--- src/rtl/fetch_pkg.sv ---
// Shared types and constants for the instruction fetch line sequencer.
package fetch_pkg;

  localparam int unsigned LINE_BYTES    = 64;
  localparam int unsigned INST_PER_LINE = 16;
  localparam int unsigned LINE_OFS_W    = 6;
  localparam int unsigned OFFSET_W      = $clog2(INST_PER_LINE);
  localparam int unsigned LINE_W        = LINE_BYTES * 8;

  localparam logic [63:0] RESET_PC = 64'h0000_0000_8000_0000;

  typedef enum logic [2:0] {
    IDLE,
    REQ,
    WAIT,
    PUSH,
    DRAIN
  } fetch_state_e;

endpackage

--- src/rtl/fetch_rsp_buf.sv ---
// Holding register for one icache line plus its line PC and first-word offset.
// Clear wins over load so a squash in the same cycle as a capture leaves it empty.
module fetch_rsp_buf #(
  parameter int unsigned PC_W = 64
) (
  input  logic                            clk,
  input  logic                            rst_n,
  input  logic                            load,
  input  logic                            clear,
  input  logic [fetch_pkg::LINE_W-1:0]    load_data,
  input  logic [PC_W-1:0]                 load_pc,
  input  logic [fetch_pkg::OFFSET_W-1:0]  load_offset,
  output logic                            valid,
  output logic [fetch_pkg::LINE_W-1:0]    data,
  output logic [PC_W-1:0]                 pc,
  output logic [fetch_pkg::OFFSET_W-1:0]  offset
);

  import fetch_pkg::*;

  // Valid flag: clear has priority over load.
  always_ff @(posedge clk or negedge rst_n) begin
    if (!rst_n) begin
      valid <= 1'b0;
    end else if (clear) begin
      valid <= 1'b0;
    end else if (load) begin
      valid <= 1'b1;
    end
  end

  // Payload capture; contents are only meaningful while valid is set.
  always_ff @(posedge clk or negedge rst_n) begin
    if (!rst_n) begin
      data   <= '0;
      pc     <= '0;
      offset <= '0;
    end else if (load && !clear) begin
      data   <= load_data;
      pc     <= load_pc;
      offset <= load_offset;
    end
  end

endmodule

--- src/rtl/fetch_line_ctrl.sv ---
// Fetch line sequencer: issues line-aligned icache requests (one outstanding),
// buffers each response and pushes it into the instruction queue.
// Backend redirects restart fetch, flush the queue and drop stale responses.
// Optional build macro FETCH_PERF_CNT_EN adds two saturating perf counters.
module fetch_line_ctrl #(
  parameter int unsigned     PC_W       = 64,
  parameter int unsigned     LINE_BYTES = fetch_pkg::LINE_BYTES,
  parameter logic [PC_W-1:0] RESET_PC   = PC_W'(fetch_pkg::RESET_PC)
) (
  input  logic            clk,
  input  logic            rst_n,
  input  logic            redirect_vld_i,
  input  logic [PC_W-1:0] redirect_pc_i,
  output logic            ic_req_vld_o,
  input  logic            ic_req_rdy_i,
  output logic [PC_W-1:0] ic_req_pc_o,
  input  logic            ic_rsp_vld_i,
  input  logic [511:0]    ic_rsp_data_i,
  output logic            iq_valid_o,
  output logic [PC_W-1:0] iq_pc_o,
  output logic [3:0]      iq_offset_o,
  output logic [511:0]    iq_data_o,
  input  logic            iq_full_i,
  output logic            iq_flush_o
`ifdef FETCH_PERF_CNT_EN
  ,
  output logic [31:0]     perf_full_stall_o,
  output logic [31:0]     perf_redirect_o
`endif
);

  import fetch_pkg::*;

  fetch_state_e          state_q;
  logic [PC_W-1:0]       fetch_pc_q;
  logic [OFFSET_W-1:0]   offset_q;
  logic                  req_vld_q;
  logic                  flush_q;

  logic [PC_W-1:0]       line_pc;
  logic                  buf_valid;
  logic                  buf_load;
  logic                  buf_clear;
  logic                  push_fire;

  assign line_pc      = {fetch_pc_q[PC_W-1:LINE_OFS_W], {LINE_OFS_W{1'b0}}};

  assign ic_req_vld_o = req_vld_q;
  assign ic_req_pc_o  = req_vld_q ? line_pc : '0;
  assign iq_flush_o   = flush_q;

  // A redirect masks the push combinationally so no line escapes in the squash cycle.
  assign iq_valid_o   = buf_valid & ~redirect_vld_i;
  assign push_fire    = iq_valid_o & ~iq_full_i;
  assign buf_load     = (state_q == WAIT) & ic_rsp_vld_i & ~redirect_vld_i;
  assign buf_clear    = push_fire | redirect_vld_i;

  fetch_rsp_buf #(
    .PC_W (PC_W)
  ) u_rsp_buf (
    .clk         (clk),
    .rst_n       (rst_n),
    .load        (buf_load),
    .clear       (buf_clear),
    .load_data   (ic_rsp_data_i),
    .load_pc     (line_pc),
    .load_offset (offset_q),
    .valid       (buf_valid),
    .data        (iq_data_o),
    .pc          (iq_pc_o),
    .offset      (iq_offset_o)
  );

  // Main sequencer: state, fetch PC/offset and registered request/flush outputs.
  always_ff @(posedge clk or negedge rst_n) begin
    if (!rst_n) begin
      state_q    <= IDLE;
      fetch_pc_q <= RESET_PC;
      offset_q   <= RESET_PC[LINE_OFS_W-1:2];
      req_vld_q  <= 1'b0;
      flush_q    <= 1'b0;
    end else begin
      flush_q <= redirect_vld_i;
      if (redirect_vld_i) begin
        fetch_pc_q <= redirect_pc_i;
        offset_q   <= redirect_pc_i[LINE_OFS_W-1:2];
        // An accepted request or a missing response leaves a stale reply in flight.
        unique case (state_q)
          REQ: begin
            state_q   <= ic_req_rdy_i ? DRAIN : REQ;
            req_vld_q <= ~ic_req_rdy_i;
          end
          WAIT: begin
            state_q   <= ic_rsp_vld_i ? REQ : DRAIN;
            req_vld_q <= ic_rsp_vld_i;
          end
          DRAIN: begin
            state_q   <= DRAIN;
            req_vld_q <= 1'b0;
          end
          default: begin
            state_q   <= REQ;
            req_vld_q <= 1'b1;
          end
        endcase
      end else begin
        unique case (state_q)
          IDLE: begin
            state_q   <= REQ;
            req_vld_q <= 1'b1;
          end
          REQ: begin
            if (ic_req_rdy_i) begin
              state_q   <= WAIT;
              req_vld_q <= 1'b0;
            end
          end
          WAIT: begin
            if (ic_rsp_vld_i) begin
              state_q <= PUSH;
            end
          end
          PUSH: begin
            if (push_fire) begin
              fetch_pc_q <= fetch_pc_q + PC_W'(LINE_BYTES);
              offset_q   <= '0;
              state_q    <= REQ;
              req_vld_q  <= 1'b1;
            end
          end
          DRAIN: begin
            if (ic_rsp_vld_i) begin
              state_q   <= REQ;
              req_vld_q <= 1'b1;
            end
          end
          default: begin
            state_q   <= IDLE;
            req_vld_q <= 1'b0;
          end
        endcase
      end
    end
  end

`ifdef FETCH_PERF_CNT_EN
  // Saturating counters: queue-full stall cycles in PUSH and redirect events.
  always_ff @(posedge clk or negedge rst_n) begin
    if (!rst_n) begin
      perf_full_stall_o <= '0;
      perf_redirect_o   <= '0;
    end else begin
      if ((state_q == PUSH) && iq_full_i && (perf_full_stall_o != '1)) begin
        perf_full_stall_o <= perf_full_stall_o + 32'd1;
      end
      if (redirect_vld_i && (perf_redirect_o != '1)) begin
        perf_redirect_o <= perf_redirect_o + 32'd1;
      end
    end
  end
`else
  // Counters are not built in this configuration.
`endif

endmodule

--- config.mk ---
export PLATFORM = sky130hd
export DESIGN_NAME = fetch_line_ctrl
export DESIGN_NICKNAME = d
export VERILOG_FILES = /design/src/rtl/fetch_pkg.sv /design/src/rtl/fetch_rsp_buf.sv /design/src/rtl/fetch_line_ctrl.sv
export SDC_FILE = /design/constraint.sdc
export NUM_CORES = 1
export LEC_CHECK = 0
export BUFFER_PORTS_ARGS = -buffer_cell sky130_fd_sc_hd__buf_2
export CAP_MARGIN = 40
export CORE_AREA = 8 8 477 479
export CTS_BUF_LIST = sky130_fd_sc_hd__clkbuf_2 sky130_fd_sc_hd__clkbuf_4 sky130_fd_sc_hd__clkbuf_8
export DETAILED_ROUTE_END_ITERATION = 8
export DIE_AREA = 0 0 485 487
export MAX_ROUTING_LAYER = met4
export SYNTH_ARGS = -nofsm -noshare
export SYNTH_HDL_FRONTEND = slang
export SYNTH_SLANG_ARGS = --single-unit
--- constraint.sdc ---
create_clock -name clk -period 2 [get_ports clk]
set_clock_uncertainty 0.05 [all_clocks]
set_input_delay 0.1 -clock clk [delete_from_list [all_inputs] [get_ports clk]]
set_output_delay 0.1 -clock clk [all_outputs]
set_load 0.01 [all_outputs]
==> results.sh <==
export IMPL_worstSetupPathType="reg2reg"
export IMPL_setup_ws_ns=-0.1405
export IMPL_io_pins=1229
export IMPL_async_reset_ff_share_pct=100.0
export IMPL_synth_largest_area_cell="dfrtp_1"
export IMPL_synth_edff_count=0
export IMPL_die_w_um=485
export IMPL_synth_ff_type="dfrtp_1"
export IMPL_core_rowCount=173
export IMPL_io_buffers=1214
export IMPL_power_density_nw_per_um2=1209
export IMPL_finalCritPeriodShare_pct=107.0
export IMPL_synth_cell_types=50
export IMPL_cts_reportedPaths_clkPinSlew_ns=0.06
export IMPL_worstSetupEndpointType="register"
export IMPL_drive_above_1_share_pct=54.59
export IMPL_final_area_um2=55450
export IMPL_final_util_pct=25.16
export IMPL_cts_max_path_buffers=3
export IMPL_critPathArrivalTime_ns=2.82
export IMPL_power_switching_w=0.02614
export IMPL_antenna_left=0
export IMPL_grt_overflow_total=0
export IMPL_start_kind="register"
export IMPL_insertion_delay_ns=0.85
export IMPL_cts_buffers=120
export IMPL_dpl_cell_area_um2=36820
export IMPL_grt_pass1_vias=29158
export IMPL_ys_warn_count=0
export IMPL_die_h_um=487
export IMPL_drt_pass1_iterations=5
export IMPL_place_worst_setup_slack_ns=-0.1829
export IMPL_antenna_found_initial=154
export IMPL_synthCells=1734
export IMPL_hpwlAfterDp_mm=163.2
export IMPL_p_leak_nw=26.09
export IMPL_hold_viol=0
export IMPL_cts_sinks=642
export IMPL_drv_cap=0
export IMPL_grt_pass1_wl_mm=267.1
export IMPL_worstHoldPathType="in2reg"
export IMPL_initial_utilization_pct=11.62
export IMPL_dieArea_um2=236200
export IMPL_place_gp_congestion=0.9127
export IMPL_core_um2=220400
export IMPL_nNetsFinal=4960
export IMPL_netlist_top_cells_count="dfrtp_1, mux2_2, nand2_1"
export IMPL_syn2layout_area_growth_pct=116.5
export IMPL_grt_start_max_net_pins=95
export IMPL_ir_worst_vdd_uv=765.0
export IMPL_drtIter0Drc=1140
export IMPL_p_clk_share_pct=21.9
export IMPL_cp_required_ns=2.68
export IMPL_drc_errors=0
export IMPL_num_vias=26619
export IMPL_routed_wl_mm=210.3
export IMPL_failed_checks="setup timing"
export IMPL_status="complete, but fails checks"
export IMPL_grtUsageTotal_pct=16.97
export IMPL_via_per_inst=3.568
export IMPL_maxSlewViolCount=0
export IMPL_ys_ff_latch=642
export IMPL_netlist_area_um2=25610
export IMPL_cts_tree="built"
export IMPL_finalCriticalPeriod_ns=2.141
export IMPL_netSwitchingFraction_pct=39.01
export IMPL_internal_power_w=0.04088
export IMPL_wire_per_inst_um=28.18
export IMPL_synth_most_common_cell="dfrtp_1"
export IMPL_slew_headroom_pct=60.53
export IMPL_netlist_area_leader_share_pct=62.63
export IMPL_path_max_fanout=7
export IMPL_rsz0062_at_grt="true"
export IMPL_fillCellCount=22752
export IMPL_worst_pin_slew_ns=0.5921
export IMPL_fmax_mhz=467.2
export IMPL_finalSetupViolations=380
export IMPL_cts_max_level=3
export IMPL_synth_area_per_cell_um2=14.77
export IMPL_pwr_share_seq_pct=33.4
export IMPL_pwr_share_comb_pct=44.7
export IMPL_yosys_top_cells_area="dfrtp_1, mux2_2, and2_1"
export IMPL_yosysSeqAreaShare_pct=62.73
export IMPL_root_buffer="clkbuf_8"
-- sequential cells by signal, indices dropped and copies added (netlist names) --
name / cells
fetch_pc_q: 58
iq_flush_o: 1
ic_req_vld_o: 1
state_q: 3
offset_q: 4
u_rsp_buf.valid: 1
u_rsp_buf.pc: 58
u_rsp_buf.data: 512
u_rsp_buf.offset: 4
-- placed cells by master (no fill, tap or decap), types with 32 or more instances in the layout --
cell type,n
mux2_4,410
buf_12,57
xnor2_1,34
and2_4,42
mux2_2,170
buf_2,1167
buf_6,79
clkbuf_8,156
buf_4,136
nand2_1,83
dfrtp_1,637
buf_16,32
dlygate4sd3_1,1086
diode_2,97
-- per-stage QoR --
| stage | total power (W) | setup TNS [ns] | hold WS, ns | std cells |
|---|---|---|---|---|
| after global placement | 0.04640 | -50.22 | -0.06024 | 5949 |
| after CTS | 0.06545 | -48.54 | 0.0002299 | 7309 |
| after detailed placement | 0.04684 | -48.87 | -0.06064 | 5949 |
| after global routing | 0.07050 | -50.69 | 0.03023 | 7456 |
| final | 0.06702 | -20.21 | 0.08798 | 7461 |
| after floorplan | 0.03038 | -0.3316 | -0.2456 | 1745 |
-- what timing repair did --
action,CTS,global route
pin swaps,17,45
resized for setup,249,552
gates cloned,25,28
endpoints found under the hold margin,1222,0
setup endpoints to repair,605,662
hold buffers,1087,0
setup buffers,27,46
-- final timing paths --
| path | from | endpoint | slack (ns) | cells after the start |
|---|---|---|---|---|
| max | state_q[2]$_DFFE_PN0P_ | u_rsp_buf.data[195]$_DFFE_PN0P_ | -0.14 | 9 |
| min | ic_rsp_data_i[191] | u_rsp_buf.data[191]$_DFFE_PN0P_ | 0.09 | 3 |
| max reg2reg | state_q[2]$_DFFE_PN0P_ | u_rsp_buf.data[195]$_DFFE_PN0P_ | -0.14 | 9 |
| min reg2reg | u_rsp_buf.data[205]$_DFFE_PN0P_ | u_rsp_buf.data[205]$_DFFE_PN0P_ | 0.45 | 1 |
| max in group asynchronous | rst_n | u_rsp_buf.data[106]$_DFFE_PN0P_ | 0.72 | 6 |
| min in group asynchronous | rst_n | u_rsp_buf.pc[42]$_DFFE_PN0P_ | 0.26 | 4 |
-- power by group through the flow --
stage | Sequential, W | Combinational, W | Clock [W]
6_report | 0.0224 | 0.0300 | 0.0147
5_1_grt | 0.0230 | 0.0318 | 0.0158
4_1_cts | 0.0219 | 0.0283 | 0.0152
3_5_place_dp | 0.0220 | 0.0248 | 0
3_3_place_gp | 0.0218 | 0.0246 | 0
2_1_floorplan | 0.0242 | 0.00616 | 0
-- critical path, stage by stage (launching register included) --
cell	delay, ns
dfrtp_1	0.39
buf_6	0.12
nand2b_4	0.14
nor4_4	0.15
buf_6	0.16
buf_12	0.13
buf_12	0.15
buf_16	0.18
buf_16	0.17
mux2_2	0.34
-- kinds of logic after synthesis --
| family | Yosys count | share of synthesized area (%) |
|---|---|---|
| fa+ha+maj | 1 | 0.04884 |
| other cells | 1 | 0.01464 |
| xor+xnor | 58 | 1.983 |
| simple gates | 266 | 5.960 |
| mux | 583 | 25.62 |
| buf+inv | 113 | 2.164 |
| compound gates | 70 | 1.480 |
| flops | 642 | 62.73 |
-- routing by layer --
metal  share of wire, %  routed length, um  GRT usage (%)  up-vias
met5                  0                  0              -        -
met4                4.7               9934          6.549        0
met3                9.2              19440          6.510      402
met2                 51             107700          30.29     1334
met1                 35              73220          16.69    13370
li1                   -                  -              -    11513
-- final cells by class --
class | count | area [um^2] | share of cell area [%]
Inverter | 12 | 45.04 | 0.08123
Tap cell | 2887 | 3612 | 6.514
Clock buffer | 183 | 2350 | 4.238
Sequential cell | 642 | 16070 | 28.98
Antenna cell | 97 | 242.7 | 0.4378
Clock inverter | 39 | 372.9 | 0.6724
Multi-Input combinational cell | 990 | 11060 | 19.95
Timing Repair Buffer | 2611 | 21690 | 39.13
Power figures use the tool's default switching activity.
